--- src/rtl/floo_hbm_req_scheduler.sv ---
// Round-robin request scheduler that shares one HBM channel among NumReq sources,
// with per-requester outstanding caps and a flush/drain handshake.
// Optional statistics outputs are enabled with FLOO_HBM_SCHED_STATS_EN.
module floo_hbm_req_scheduler #(
    parameter int unsigned NumReq         = 4,
    parameter int unsigned AddrWidth      = 48,
    parameter int unsigned LenWidth       = 8,
    parameter int unsigned MaxOutstanding = 8,
    parameter int unsigned CntWidth       = $clog2(MaxOutstanding + 1),
    parameter int unsigned IdxWidth       = $clog2(NumReq)
) (
    input  logic                          clk_i,
    input  logic                          rst_i,
    input  logic [NumReq-1:0]             req_valid_i,
    output logic [NumReq-1:0]             req_ready_o,
    input  logic [NumReq*AddrWidth-1:0]   req_addr_i,
    input  logic [NumReq*LenWidth-1:0]    req_len_i,
    input  logic [NumReq-1:0]             req_write_i,
    output logic                          mem_valid_o,
    input  logic                          mem_ready_i,
    output logic [AddrWidth-1:0]          mem_addr_o,
    output logic [LenWidth-1:0]           mem_len_o,
    output logic                          mem_write_o,
    output logic [IdxWidth-1:0]           mem_src_o,
    input  logic                          cpl_valid_i,
    input  logic [IdxWidth-1:0]           cpl_src_i,
    input  logic                          flush_i,
    output logic                          flush_done_o,
    output logic [NumReq*CntWidth-1:0]    outstanding_o,
`ifdef FLOO_HBM_SCHED_STATS_EN
    output logic [31:0]                   stall_cycles_o,
    output logic [NumReq*32-1:0]          grant_cnt_o,
`endif
    output logic                          err_o
);

    typedef enum logic [1:0] {
        ST_IDLE  = 2'd0,
        ST_ISSUE = 2'd1,
        ST_DRAIN = 2'd2,
        ST_DONE  = 2'd3
    } state_e;

    // Handshakes: req_* and mem_* follow valid/ready; a transfer happens in the
    // cycle where both are high, and mem_* payload holds while valid waits for ready.
    state_e                state_q, state_d;
    logic                  valid_q, valid_d;
    logic [AddrWidth-1:0]  addr_q, addr_d;
    logic [LenWidth-1:0]   len_q, len_d;
    logic                  write_q, write_d;
    logic [IdxWidth-1:0]   src_q, src_d;
    logic [IdxWidth-1:0]   ptr_q, ptr_d;
    logic                  err_q, err_d;
    logic [CntWidth-1:0]   cnt_q [NumReq];
    logic [CntWidth-1:0]   cnt_d [NumReq];

    logic [NumReq-1:0]     eligible;
    logic                  gnt_found;
    logic [IdxWidth-1:0]   gnt_idx;
    logic                  issue_hs;
    logic                  all_zero;

    always_comb begin
        eligible  = '0;
        gnt_found = 1'b0;
        gnt_idx   = '0;
        all_zero  = 1'b1;
        for (int i = 0; i < NumReq; i++) begin
            eligible[i] = req_valid_i[i] && (cnt_q[i] < CntWidth'(MaxOutstanding));
            if (cnt_q[i] != '0) all_zero = 1'b0;
        end
        // Scan cyclically starting at the pointer; first eligible wins.
        for (int k = 0; k < NumReq; k++) begin
            int j;
            j = int'(ptr_q) + k;
            if (j >= int'(NumReq)) j = j - int'(NumReq);
            if (!gnt_found && eligible[j]) begin
                gnt_found = 1'b1;
                gnt_idx   = IdxWidth'(j);
            end
        end
    end

    always_comb begin
        state_d      = state_q;
        valid_d      = valid_q;
        addr_d       = addr_q;
        len_d        = len_q;
        write_d      = write_q;
        src_d        = src_q;
        ptr_d        = ptr_q;
        req_ready_o  = '0;
        flush_done_o = 1'b0;
        issue_hs     = 1'b0;
        case (state_q)
            ST_IDLE: begin
                if (flush_i) begin
                    state_d = ST_DRAIN;
                end else if (gnt_found) begin
                    req_ready_o[gnt_idx] = 1'b1;
                    addr_d  = req_addr_i[int'(gnt_idx)*AddrWidth +: AddrWidth];
                    len_d   = req_len_i[int'(gnt_idx)*LenWidth +: LenWidth];
                    write_d = req_write_i[gnt_idx];
                    src_d   = gnt_idx;
                    valid_d = 1'b1;
                    state_d = ST_ISSUE;
                end
            end
            ST_ISSUE: begin
                if (mem_ready_i) begin
                    issue_hs = 1'b1;
                    valid_d  = 1'b0;
                    ptr_d    = (int'(src_q) == int'(NumReq) - 1) ? '0 : src_q + 1'b1;
                    state_d  = flush_i ? ST_DRAIN : ST_IDLE;
                end
            end
            ST_DRAIN: begin
                if (all_zero) begin
                    flush_done_o = 1'b1;
                    state_d      = flush_i ? ST_DONE : ST_IDLE;
                end
            end
            ST_DONE: begin
                if (!flush_i) state_d = ST_IDLE;
            end
            default: state_d = ST_IDLE;
        endcase
    end

    always_comb begin
        logic src_hit;
        logic src_zero;
        src_hit  = 1'b0;
        src_zero = 1'b0;
        for (int i = 0; i < NumReq; i++) begin
            logic inc;
            logic dec;
            inc = issue_hs && (src_q == IdxWidth'(i));
            dec = cpl_valid_i && (cpl_src_i == IdxWidth'(i)) && (cnt_q[i] != '0);
            if (cpl_src_i == IdxWidth'(i)) begin
                src_hit  = 1'b1;
                src_zero = (cnt_q[i] == '0);
            end
            cnt_d[i] = cnt_q[i];
            if (inc && !dec) cnt_d[i] = cnt_q[i] + 1'b1;
            if (dec && !inc) cnt_d[i] = cnt_q[i] - 1'b1;
            outstanding_o[i*CntWidth +: CntWidth] = cnt_q[i];
        end
        err_d = err_q | (cpl_valid_i && (!src_hit || src_zero));
    end

    always_ff @(posedge clk_i or posedge rst_i) begin
        if (rst_i) begin
            state_q <= ST_IDLE;
            valid_q <= 1'b0;
            addr_q  <= '0;
            len_q   <= '0;
            write_q <= 1'b0;
            src_q   <= '0;
            ptr_q   <= '0;
            err_q   <= 1'b0;
            for (int i = 0; i < NumReq; i++) cnt_q[i] <= '0;
        end else begin
            state_q <= state_d;
            valid_q <= valid_d;
            addr_q  <= addr_d;
            len_q   <= len_d;
            write_q <= write_d;
            src_q   <= src_d;
            ptr_q   <= ptr_d;
            err_q   <= err_d;
            for (int i = 0; i < NumReq; i++) cnt_q[i] <= cnt_d[i];
        end
    end

    assign mem_valid_o = valid_q;
    assign mem_addr_o  = addr_q;
    assign mem_len_o   = len_q;
    assign mem_write_o = write_q;
    assign mem_src_o   = src_q;
    assign err_o       = err_q;

`ifdef FLOO_HBM_SCHED_STATS_EN
    logic [31:0] stall_q, stall_d;
    logic [31:0] gcnt_q [NumReq];
    logic [31:0] gcnt_d [NumReq];

    always_comb begin
        stall_d = stall_q;
        if (valid_q && !mem_ready_i && (stall_q != '1)) stall_d = stall_q + 32'd1;
        for (int i = 0; i < NumReq; i++) begin
            gcnt_d[i] = gcnt_q[i];
            if (issue_hs && (src_q == IdxWidth'(i))) gcnt_d[i] = gcnt_q[i] + 32'd1;
            grant_cnt_o[i*32 +: 32] = gcnt_q[i];
        end
    end

    always_ff @(posedge clk_i or posedge rst_i) begin
        if (rst_i) begin
            stall_q <= '0;
            for (int i = 0; i < NumReq; i++) gcnt_q[i] <= '0;
        end else begin
            stall_q <= stall_d;
            for (int i = 0; i < NumReq; i++) gcnt_q[i] <= gcnt_d[i];
        end
    end

    assign stall_cycles_o = stall_q;
`endif

endmodule

--- config.mk ---
export PLATFORM = sky130hd
export DESIGN_NAME = floo_hbm_req_scheduler
export DESIGN_NICKNAME = d
export VERILOG_FILES = /design/src/rtl/floo_hbm_req_scheduler.sv
export SDC_FILE = /design/constraint.sdc
export NUM_CORES = 1
export LEC_CHECK = 0
export ABC_AREA = 1
export CAP_MARGIN = 10
export CORE_MARGIN = 2
export CORE_UTILIZATION = 40
export DETAILED_ROUTE_END_ITERATION = 6
export GPL_TIMING_DRIVEN = 0
export PLACE_DENSITY = 0.8
export SLEW_MARGIN = 15
export SYNTH_ARGS = -nofsm -noshare
export SYNTH_HDL_FRONTEND = slang
export SYNTH_SLANG_ARGS = --single-unit
--- constraint.sdc ---
create_clock -name clk_i -period 7.25 [get_ports clk_i]
set_input_delay 2.175 -clock clk_i [delete_from_list [all_inputs] [get_ports clk_i]]
set_output_delay 2.175 -clock clk_i [all_outputs]
set_load 0.01 [all_outputs]
==> results.txt, run 1 <==
worst slew pin tran: 676.2 ps
Max Freq: 144.5 MHz
Critical path origin: req_valid_i[2]
Congestion Overflow GR: 0
# Max-Cap Violations: 0
TritonCTS buffer count: 9
DP HPWL: 19790 um
layout cell share with drive strength beyond 1: 5.439%
top_reg_cell synth: dfrtp_1
root buf cell: clkbuf_16
DRT iter0 DRCs: 467
CP Launch Type: input pin
Worst Path Required: 5080 ps
P&R area growth vs syn: 60.32%
post-synthesis compound-gate area fraction: 2.459%
WL/cell: 16.15 um
Critical R2R Launch: ptr_q[1]$_DFFE_PP0P_
Die Span Y: 129.6 um
via count: 7932
area share of the largest cell type after synthesis: 37.72%
Seq/Total Area, Yosys: 32.12%
critical path class: input pin to output pin
die footprint: 16790 sq um
DRC: 0
count of standard-cell rows: 45
cell area after synthesis: 6310 sq um
Pre-antenna DRT Iters: 5
Hold Fails Final Rpt: 0
PortBufs: 320
Synth Area in Adders: 4.442%
Post-CTS Setup Inserts: 0
Power Dens Cells: 450.6 nW/um^2
count leader, synth: nand2_1
Synth Area per Inst: 6.055 sq um
post-detailed-route via-to-cell ratio: 4.986
Clock Latency Late Sink: 350 ps
outcome: finished clean
Worst Hold Class: register to register
Synthesized Nets: 1301
number of synthesized register bits: 81
CTS Hold Bufs: 0
CTS resizes: 0
Synth Area in XOR/XNOR: 1.666%
VDD IR max: 0.2188 mV
Initial Util: 41.20%
largest net degree at the start of global routing: 46
unrepaired setup endpoints after global routing: no
top cells by area, synth: nand2_1 (38%), dfrtp_1 (32%), nand3_1 (11%), ha_1 (3.2%), buf_2 (2.1%)
Ports: 321
initial antenna violation count: 0
Worst Path Max Fanout: 10
Worst Skew: 6.420 ps
Max Root-Sink Buffers: 2
final WL: 25690 um
Setup Viol. Count Final: 0
mux contribution to synthesized area: 0%
Max transition margin: 54.92%
final worst-path cycle share: 95.47%
critical path capture point type: output pin
Synth area leader: nand2_1
CP Data Arrival Time: 4750 ps
R2R Path End: mem_addr_o[11]$_DFFE_PP0P_
Gate Count Post-Synth: 1042
Core Area: 15310 sq um
synth unique cells: 34
Max H-tree Level: 3
ys async rst share: 100.0%
RD Place Congestion: 0.9413
Commonest cells post-synth: nand2_1 (634), nand3_1 (133), dfrtp_1 (81)
P_leak: 5.249 nW
Slew Viols, Final: 0
R2R Setup Slk: 4690 ps
Sink Count: 81
global-route wire length before repair: 39090 um
Worst-path clk slew: 60 ps
largest family of logic cells by synthesized area: simple AND/OR/NAND/NOR gates
Setup crit end: req_ready_o[3]
CTS tree: done
Simple-Gate Fraction of Synth Area: 51.83%
antenna viol nets, final: 0
Post-synth EDFFs: 0
gr usage total: 30.34%
final net count: 1633
fin crit period: 6921 ps
Pwr Total: 4.558 mW
hold path start: mem_addr_o[32]$_DFFE_PP0P_
die width: 129.6 um
setup TNS: 0 ps
vias in the first global route: 7498
Ys Warns: 0
worst r2r path cells: 15
==> through the flow <==
| stage | area (sq um) | hold WS, ps | setup slack (ps) | cells | utilization [%] |
|---|---|---|---|---|---|
| after global routing | 10110 | 501.7 | 99.42 | 1590 | 66.04 |
| final | 10120 | 477.9 | 328.6 | 1591 | 66.05 |
| after global placement | 9777 | 457.7 | 352.5 | 1573 | 63.84 |
| after CTS | 10110 | 480.3 | 324.4 | 1590 | 66.04 |
| after detailed placement | 9807 | 463.2 | 326.1 | 1574 | 64.04 |
| after floorplan | 6310 | 511.7 | 1664 | 1042 | - |
==> cells by family after synthesis <==
kind of cell | after synthesis
buffers and inverters | 97
xor gates and xnor gates | 12
AOI/OAI and AO/OA | 24
and+or+nand+nor | 808
adders and majority gates | 20
DFF | 81
==> cell usage in the layout, fill, tap and decap left out, types with 4 or more instances in the layout <==
| cell type | instances |
|---|---|
| inv_2 | 4 |
| nor4_1 | 4 |
| inv_1 | 30 |
| nor2_1 | 21 |
| clkdlybuf4s50_1 | 320 |
| buf_2 | 27 |
| nand2_1 | 634 |
| o21ai_0 | 12 |
| dfrtp_1 | 81 |
| xor2_1 | 8 |
| nand2_2 | 4 |
| nand3_1 | 133 |
| buf_1 | 5 |
| fa_1 | 4 |
| a211oi_1 | 4 |
| clkbuf_1 | 19 |
| ha_1 | 16 |
| buf_6 | 9 |
| clkbuf_16 | 9 |
| xnor2_1 | 4 |
==> routing by layer <==
layer	share of wire [%]	vias up	GRT usage [%]
li1	-	3921	-
met4	3.6	0	13.28
met5	0	-	0
met2	47	343	50.35
met1	41	3613	38.42
met3	7.6	55	5.987
==> worst min-delay path by stage <==
| stage | end | slack, ps | cells past startpoint |
|---|---|---|---|
| 4_1_cts | mem_addr_o[28]$_DFFE_PP0P_ | 480 | 2 |
| 2_1_floorplan | err_o$_DFF_PP0_ | 510 | 1 |
| 6_report | mem_addr_o[32]$_DFFE_PP0P_ | 480 | 2 |
| 5_1_grt | err_o$_DFF_PP0_ | 500 | 1 |
| 3_3_place_gp | err_o$_DFF_PP0_ | 460 | 1 |
| 3_5_place_dp | err_o$_DFF_PP0_ | 460 | 1 |
==> sequential cells by signal (all words and copies together), names as in the netlist <==
register / flops
outstanding_o: 16
mem_len_o: 8
mem_src_o: 2
mem_valid_o: 1
err_o: 1
mem_write_o: 1
ptr_q: 2
mem_addr_o: 48
state_q: 2
==> power breakdown <==
group	internal, mW	switching [mW]	total [mW]
Sequential	0.647	0.147	0.794
Combinational	1.25	2.03	3.29
Clock	0.277	0.201	0.478
==> area by class of cell <==
type	instances	area, sq um
fillers	1410	5199
multi-input cells	864	3811
repair buffers	321	3231
flip-flops and latches	81	2027
plain buffers	61	334.1
well taps	211	264.0
clock buffers	10	239.0
inverters	36	140.1
clock inverters	6	67.56
diodes	1	2.502
==> worst max-delay path, stage by stage <==
cell,delay [ps]
clkdlybuf4s50_1,510
nand3_1,110
nand2_1,110
nand2_1,90
nand2_2,120
nand4_2,90
nand2_2,230
nand2_4,140
buf_6,180
buf_6,150
inv_2,70
nand2_1,80
nor2_1,100
clkdlybuf4s50_1,590
Note: power is estimated with default switching activity, not from simulation.
==> run 2: changes to the inputs <==
--- a/config.mk
+++ b/config.mk
@@ -11,4 +11,5 @@
 export CORE_UTILIZATION = 40
 export DETAILED_ROUTE_END_ITERATION = 6
+export GPL_ROUTABILITY_DRIVEN = 0
 export GPL_TIMING_DRIVEN = 0
 export PLACE_DENSITY = 0.8
==> constraint.sdc (replaced) <==
create_clock -name clk_i -period 7.25 [get_ports clk_i]
set_input_delay 2.175 -clock clk_i [delete_from_list [all_inputs] [get_ports clk_i]]
set_output_delay 2.175 -clock clk_i [all_outputs]
set_load 0.05 [all_outputs]
==> run 2 against run 1 <==
  * Clock skew grew 2.0 ps
  * Sequential share of layout area is essentially flat
  * Register-to-register slack lost 50 ps
  * Non-clock buffer count is the same
  * Cell count is essentially flat
  * Power grew 12%
  * Maximum frequency grew 1.6%
  * Critical path type unchanged
==> results.txt, run 2 (synthesis gave the netlist of run 1 again) <==
outcome: finished clean
Worst Path Required: 5080 ps
P_leak: 5.321 nW
WHS Endpoint: err_o$_DFF_PP0_
CP delay by family, top: buffers and inverters
M2 GR Usage: 51.49%
final worst-path cycle share: 93.94%
hold path start: err_o$_DFF_PP0_
Worst Skew: 8.406 ps
fin area: 10110 sq um
Ports: 321
critical path class: input pin to output pin
unrepaired setup endpoints after global routing: no
commonest non-fill, non-tap cell in the layout: nand2_1
Max Root-Sink Buffers: 2
CTS resizes: 0
PortBufs: 320
final WL: 25590 um
max incr delay on CP: 510 ps
fin crit period: 6811 ps
CTS Hold Bufs: 0
count of standard-cell rows: 45
VDD IR max: 0.2693 mV
Die Span Y: 129.6 um
Sink Count: 81
CP Data Arrival Time: 4640 ps
R2R Setup Slk: 4640 ps
final net count: 1633
final core utilization: 66.00%
Post-CTS Setup Inserts: 0
via count: 7888
R2R Path End: mem_addr_o[11]$_DFFE_PP0P_
worst slew pin tran: 618.4 ps
Power Dens Cells: 503.5 nW/um^2
Worst Path Max Fanout: 10
Most Crowded Layer GR: met2
Worst Hold Class: register to register
# Max-Cap Violations: 0
DP HPWL: 19800 um
die footprint: 16790 sq um
post-detailed-route via-to-cell ratio: 4.961
P&R area growth vs syn: 60.18%
worst r2r path cells: 15
routing usage on met1: 37.33%
Max transition margin: 58.78%
die width: 129.6 um
Congestion Overflow GR: 0
Critical R2R Launch: ptr_q[1]$_DFFE_PP0P_
Clock Latency Late Sink: 340 ps
most frequent cells in the layout: nand2_1 (634), clkdlybuf4s50_1 (316), nand3_1 (133)
setup TNS: 0 ps
Pre-antenna DRT Iters: 6
DRC: 0
critical path's slowest cell: clkdlybuf4s50_1
WL/cell: 16.09 um
Max H-tree Level: 3
Hold Fails Final Rpt: 0
worst-path cell chain: clkdlybuf4s50_1 > nand3_1 > nand2_1 > nand2_1 > nand2_2 > nand4_2 > nand2_2 > nand2_4 > buf_6 > buf_6 > inv_2 > nand2_1 > nor2_1 > dlymetal6s2s_1
crit-path most repeated cell: nand2_1
Core Area: 15310 sq um
Worst Path Buf+Inv: 5
Worst-path clk slew: 70 ps
initial antenna violation count: 0
largest net degree at the start of global routing: 49
Slew Viols, Final: 0
Antenna diodes: 0
Fin Hold WS: 471.4 ps
global-route wire length before repair: 38740 um
worst hold path cell count: 1
vias in the first global route: 7486
Setup Viol. Count Final: 0
Max Freq: 146.8 MHz
antenna viol nets, final: 0
grt met3 use: 5.904%
Pwr Total: 5.089 mW
DP Area: 9807 sq um
root buf cell: clkbuf_16
CP Launch Type: input pin
gr usage total: 29.82%
max reg flops: 48
Initial Util: 41.20%
TritonCTS buffer count: 9
DRT iter0 DRCs: 506
layout cell share with drive strength beyond 1: 5.221%
critical path capture point type: output pin
CTS tree: done
run 2: changes by cell type in the layout (fill, tap and decap cells not counted):
cell,delta
clkbuf_1,+3
clkdlybuf4s50_1,-4
clkinv_2,+1
clkinv_4,-2
clkinvlp_4,-2
diode_2,-1
dlymetal6s2s_1,+4
run 2: how the worst max path moves through the flow:
stage          cells after the start           start  slack, ps              to
6_report                          14  req_valid_i[0]        440  req_ready_o[1]
5_1_grt                           14  req_valid_i[0]        250  req_ready_o[3]
4_1_cts                           12  req_valid_i[1]         50  req_ready_o[0]
3_5_place_dp                      12  req_valid_i[1]         60  req_ready_o[0]
3_3_place_gp                      14  req_valid_i[0]         90  req_ready_o[1]
2_1_floorplan                     10  req_valid_i[1]        870  req_ready_o[2]
run 2: report_power, final:
part / internal, mW / switching (mW) / total, mW
clock network: 0.276 / 0.191 / 0.467
logic: 1.25 / 2.58 / 3.83
registers: 0.647 / 0.148 / 0.795
run 2: per-stage QoR:
stage          std cells  worst slack, ps
6_report            1590            439.0
5_1_grt             1590            252.8
4_1_cts             1590            50.88
3_5_place_dp        1574            63.54
3_3_place_gp        1573            85.12
2_1_floorplan       1042            871.6
run 2: per-layer routing:
layer  up-vias  share of wire (%)
met5         -                  0
met4         0                2.4
met3        38                7.7
met2       336                 49
met1      3603                 41
li1       3911                  -
run 2: cell type report:
| cell class | count | area [sq um] |
|---|---|---|
| Buffer | 61 | 334.1 |
| Timing Repair Buffer | 321 | 3241 |
| Clock inverter | 3 | 40.04 |
| Inverter | 36 | 140.1 |
| Sequential cell | 81 | 2027 |
| Multi-Input combinational cell | 864 | 3811 |
| Fill cell | 1420 | 5207 |
| Tap cell | 211 | 264.0 |
| Clock buffer | 13 | 250.2 |
==> run 3: changes to the inputs <==
Settings changed: CORE_ASPECT_RATIO from default to 0.7.
==> run 3 against run 2 <==
  * Count of clock-buffer cells in the layout is 1 lower
  * Clock power rose by 4.3%
  * Die area barely moved
  * Critical path depth is the same
  * Final area increased by 0.12%
  * Global-route usage decreased by 0.76 points
  * Maximum frequency hardly changed
  * Power up 0.80%
  * Register-to-register slack got worse by 60 ps
  * Largest power group unchanged
  * Hold slack better by 9.6 ps
  * Flip-flop and latch count unchanged
==> results.txt, run 3 (synthesis gave the netlist of run 1 again) <==
outcome: finished clean
Flop pwr share: 15.5%
highest metal used: met4
critical path capture point type: output pin
# Max-Cap Violations: 0
initial antenna violation count: 0
PortBufs: 320
VDD IR max: 0.2512 mV
largest net degree at the start of global routing: 47
count of standard-cell rows: 38
routed wl met3: 1739 um
Worst Path Max Fanout: 10
Net Sw Power: 2.941 mW
gr usage total: 29.06%
Die Span Y: 109.1 um
antenna viol nets, final: 0
Setup Viol. Count Final: 0
max incr delay on CP: 530 ps
setup TNS: 0 ps
Core Area: 15450 sq um
CP delay by family, top: buffers and inverters
layout cell share with drive strength beyond 1: 5.439%
# fillers: 1464
CP Launch Type: input pin
DRT iter0 DRCs: 492
Max Root-Sink Buffers: 2
Pre-antenna DRT Iters: 4
DP Area: 9793 sq um
worst-path cell chain: clkdlybuf4s50_1 > nand3_1 > nand2_1 > nand2_1 > nand2_2 > nand4_2 > nand2_2 > nand2_4 > buf_6 > buf_6 > inv_2 > nand2_1 > nor2_1 > dlymetal6s2s_1
CP Data Arrival Time: 4640 ps
commonest non-fill, non-tap cell in the layout: nand2_1
WL/cell: 15.84 um
final core utilization: 65.49%
CTS tree: done
Clock Power Share: 9.5%
die footprint: 16810 sq um
Slew Viols, Final: 0
worst slew pin tran: 635.5 ps
Worst Hold Class: register to register
critical path's slowest cell: clkdlybuf4s50_1
max reg flops: 48
Comb power frac: 75.0%
final WL: 25010 um
unrepaired setup endpoints after global routing: no
Hold Fails Final Rpt: 0
Sink Count: 81
Worst Skew: 7.897 ps
DP HPWL: 19400 um
Ports: 321
post-detailed-route via-to-cell ratio: 4.972
wire length on met1: 10820 um
Worst-path clk slew: 60 ps
die width: 154.1 um
TritonCTS buffer count: 9
Max Freq: 146.7 MHz
Initial Util: 40.83%
final worst-path cycle share: 94.02%
Worst Path Required: 5080 ps
most frequent cells in the layout: nand2_1 (634), clkdlybuf4s50_1 (316), nand3_1 (133)
final net count: 1633
fin area: 10120 sq um
sw frac: 57.33%
Internal Power: 2.189 mW
Power Dens Cells: 506.9 nW/um^2
Max transition margin: 57.63%
via count: 7850
Antenna diodes: 0
fin crit period: 6817 ps
global-route wire length before repair: 38090 um
Max H-tree Level: 3
met2 wire length: 12010 um
P_leak: 5.328 nW
Clock Latency Late Sink: 330 ps
Congestion Overflow GR: 0
vias in the first global route: 7418
P&R area growth vs syn: 60.38%
root buf cell: clkbuf_16
critical path class: input pin to output pin
Worst Path Buf+Inv: 5
Post-CTS Setup Inserts: 0
crit-path most repeated cell: nand2_1
DRC: 0
run 3: cell types whose count changed in the layout (fill, tap and decap cells not counted), sizes merged:
cell / previous run / this run
clkinvlp: 0 / 2
clkinv: 2 / 1
clkbuf: 32 / 31
run 3: timing repair:
item | 4_1_cts | 5_1_grt
hold buffers | 0 | 0
setup endpoints to repair | 0 | 4
gates resized for setup | 0 | 4
run 3: routing by layer:
| layer | vias up | track usage, % |
|---|---|---|
| li1 | 3916 | - |
| met1 | 3610 | 36.94 |
| met2 | 295 | 51.15 |
| met3 | 29 | 6.320 |
| met4 | 0 | 6.475 |
| met5 | - | 0 |
run 3: through the flow:
step | hold WS (ps) | setup WS [ps] | power (mW) | cells
after detailed placement | 464.5 | 53.13 | 4.644 | 1563
after global placement | 461.1 | 72.46 | 4.587 | 1562
after global routing | 494.6 | 245.4 | 5.574 | 1579
after floorplan | 587.3 | 871.6 | 3.392 | 1042
after CTS | 482.1 | 37.05 | 5.144 | 1579
final | 481.0 | 433.5 | 5.130 | 1579
run 3: final cells by class:
class	instances	area, sq um	area share [%]
sequential	81	2027	20.03
timing repair buffer	321	3241	32.02
clock inverter	4	50.05	0.4946
tap	200	250.2	2.473
buffer	61	334.1	3.301
clock buffer	12	266.5	2.634
inverter	36	140.1	1.385
multi-input combinational	864	3811	37.66
run 3: power groups by stage:
stage / clock, mW / combinational (mW) / sequential [mW]
after floorplan: 0 / 2.00 / 1.39
after global placement: 0 / 3.80 / 0.790
after detailed placement: 0 / 3.85 / 0.797
after CTS: 0.492 / 3.86 / 0.794
after global routing: 0.508 / 4.25 / 0.821
final: 0.487 / 3.85 / 0.796
run 3: path summary, 6_finish.rpt:
path                                              startpoint                            end  slack [ps]  depth (start not counted)
worst max register to register  outstanding_o[8]$_DFFE_PP0P_  outstanding_o[11]$_DFFE_PP0P_        4580                         13
worst max-delay path                          req_valid_i[0]                 req_ready_o[1]         430                         14
worst min register to register    mem_addr_o[33]$_DFFE_PP0P_     mem_addr_o[33]$_DFFE_PP0P_         480                          2
min in group asynchronous                              rst_i     mem_addr_o[13]$_DFFE_PP0P_        2230                          2
max in group asynchronous                              rst_i     mem_addr_o[39]$_DFFE_PP0P_        4390                          3
worst min-delay path              mem_addr_o[33]$_DFFE_PP0P_     mem_addr_o[33]$_DFFE_PP0P_         480                          2
run 3: worst min-delay path, delay by kind of cell, from the launching register on:
family / cells / cell delay, ps
flip-flops: 1 / 340
AND/OR/NAND/NOR: 2 / 100
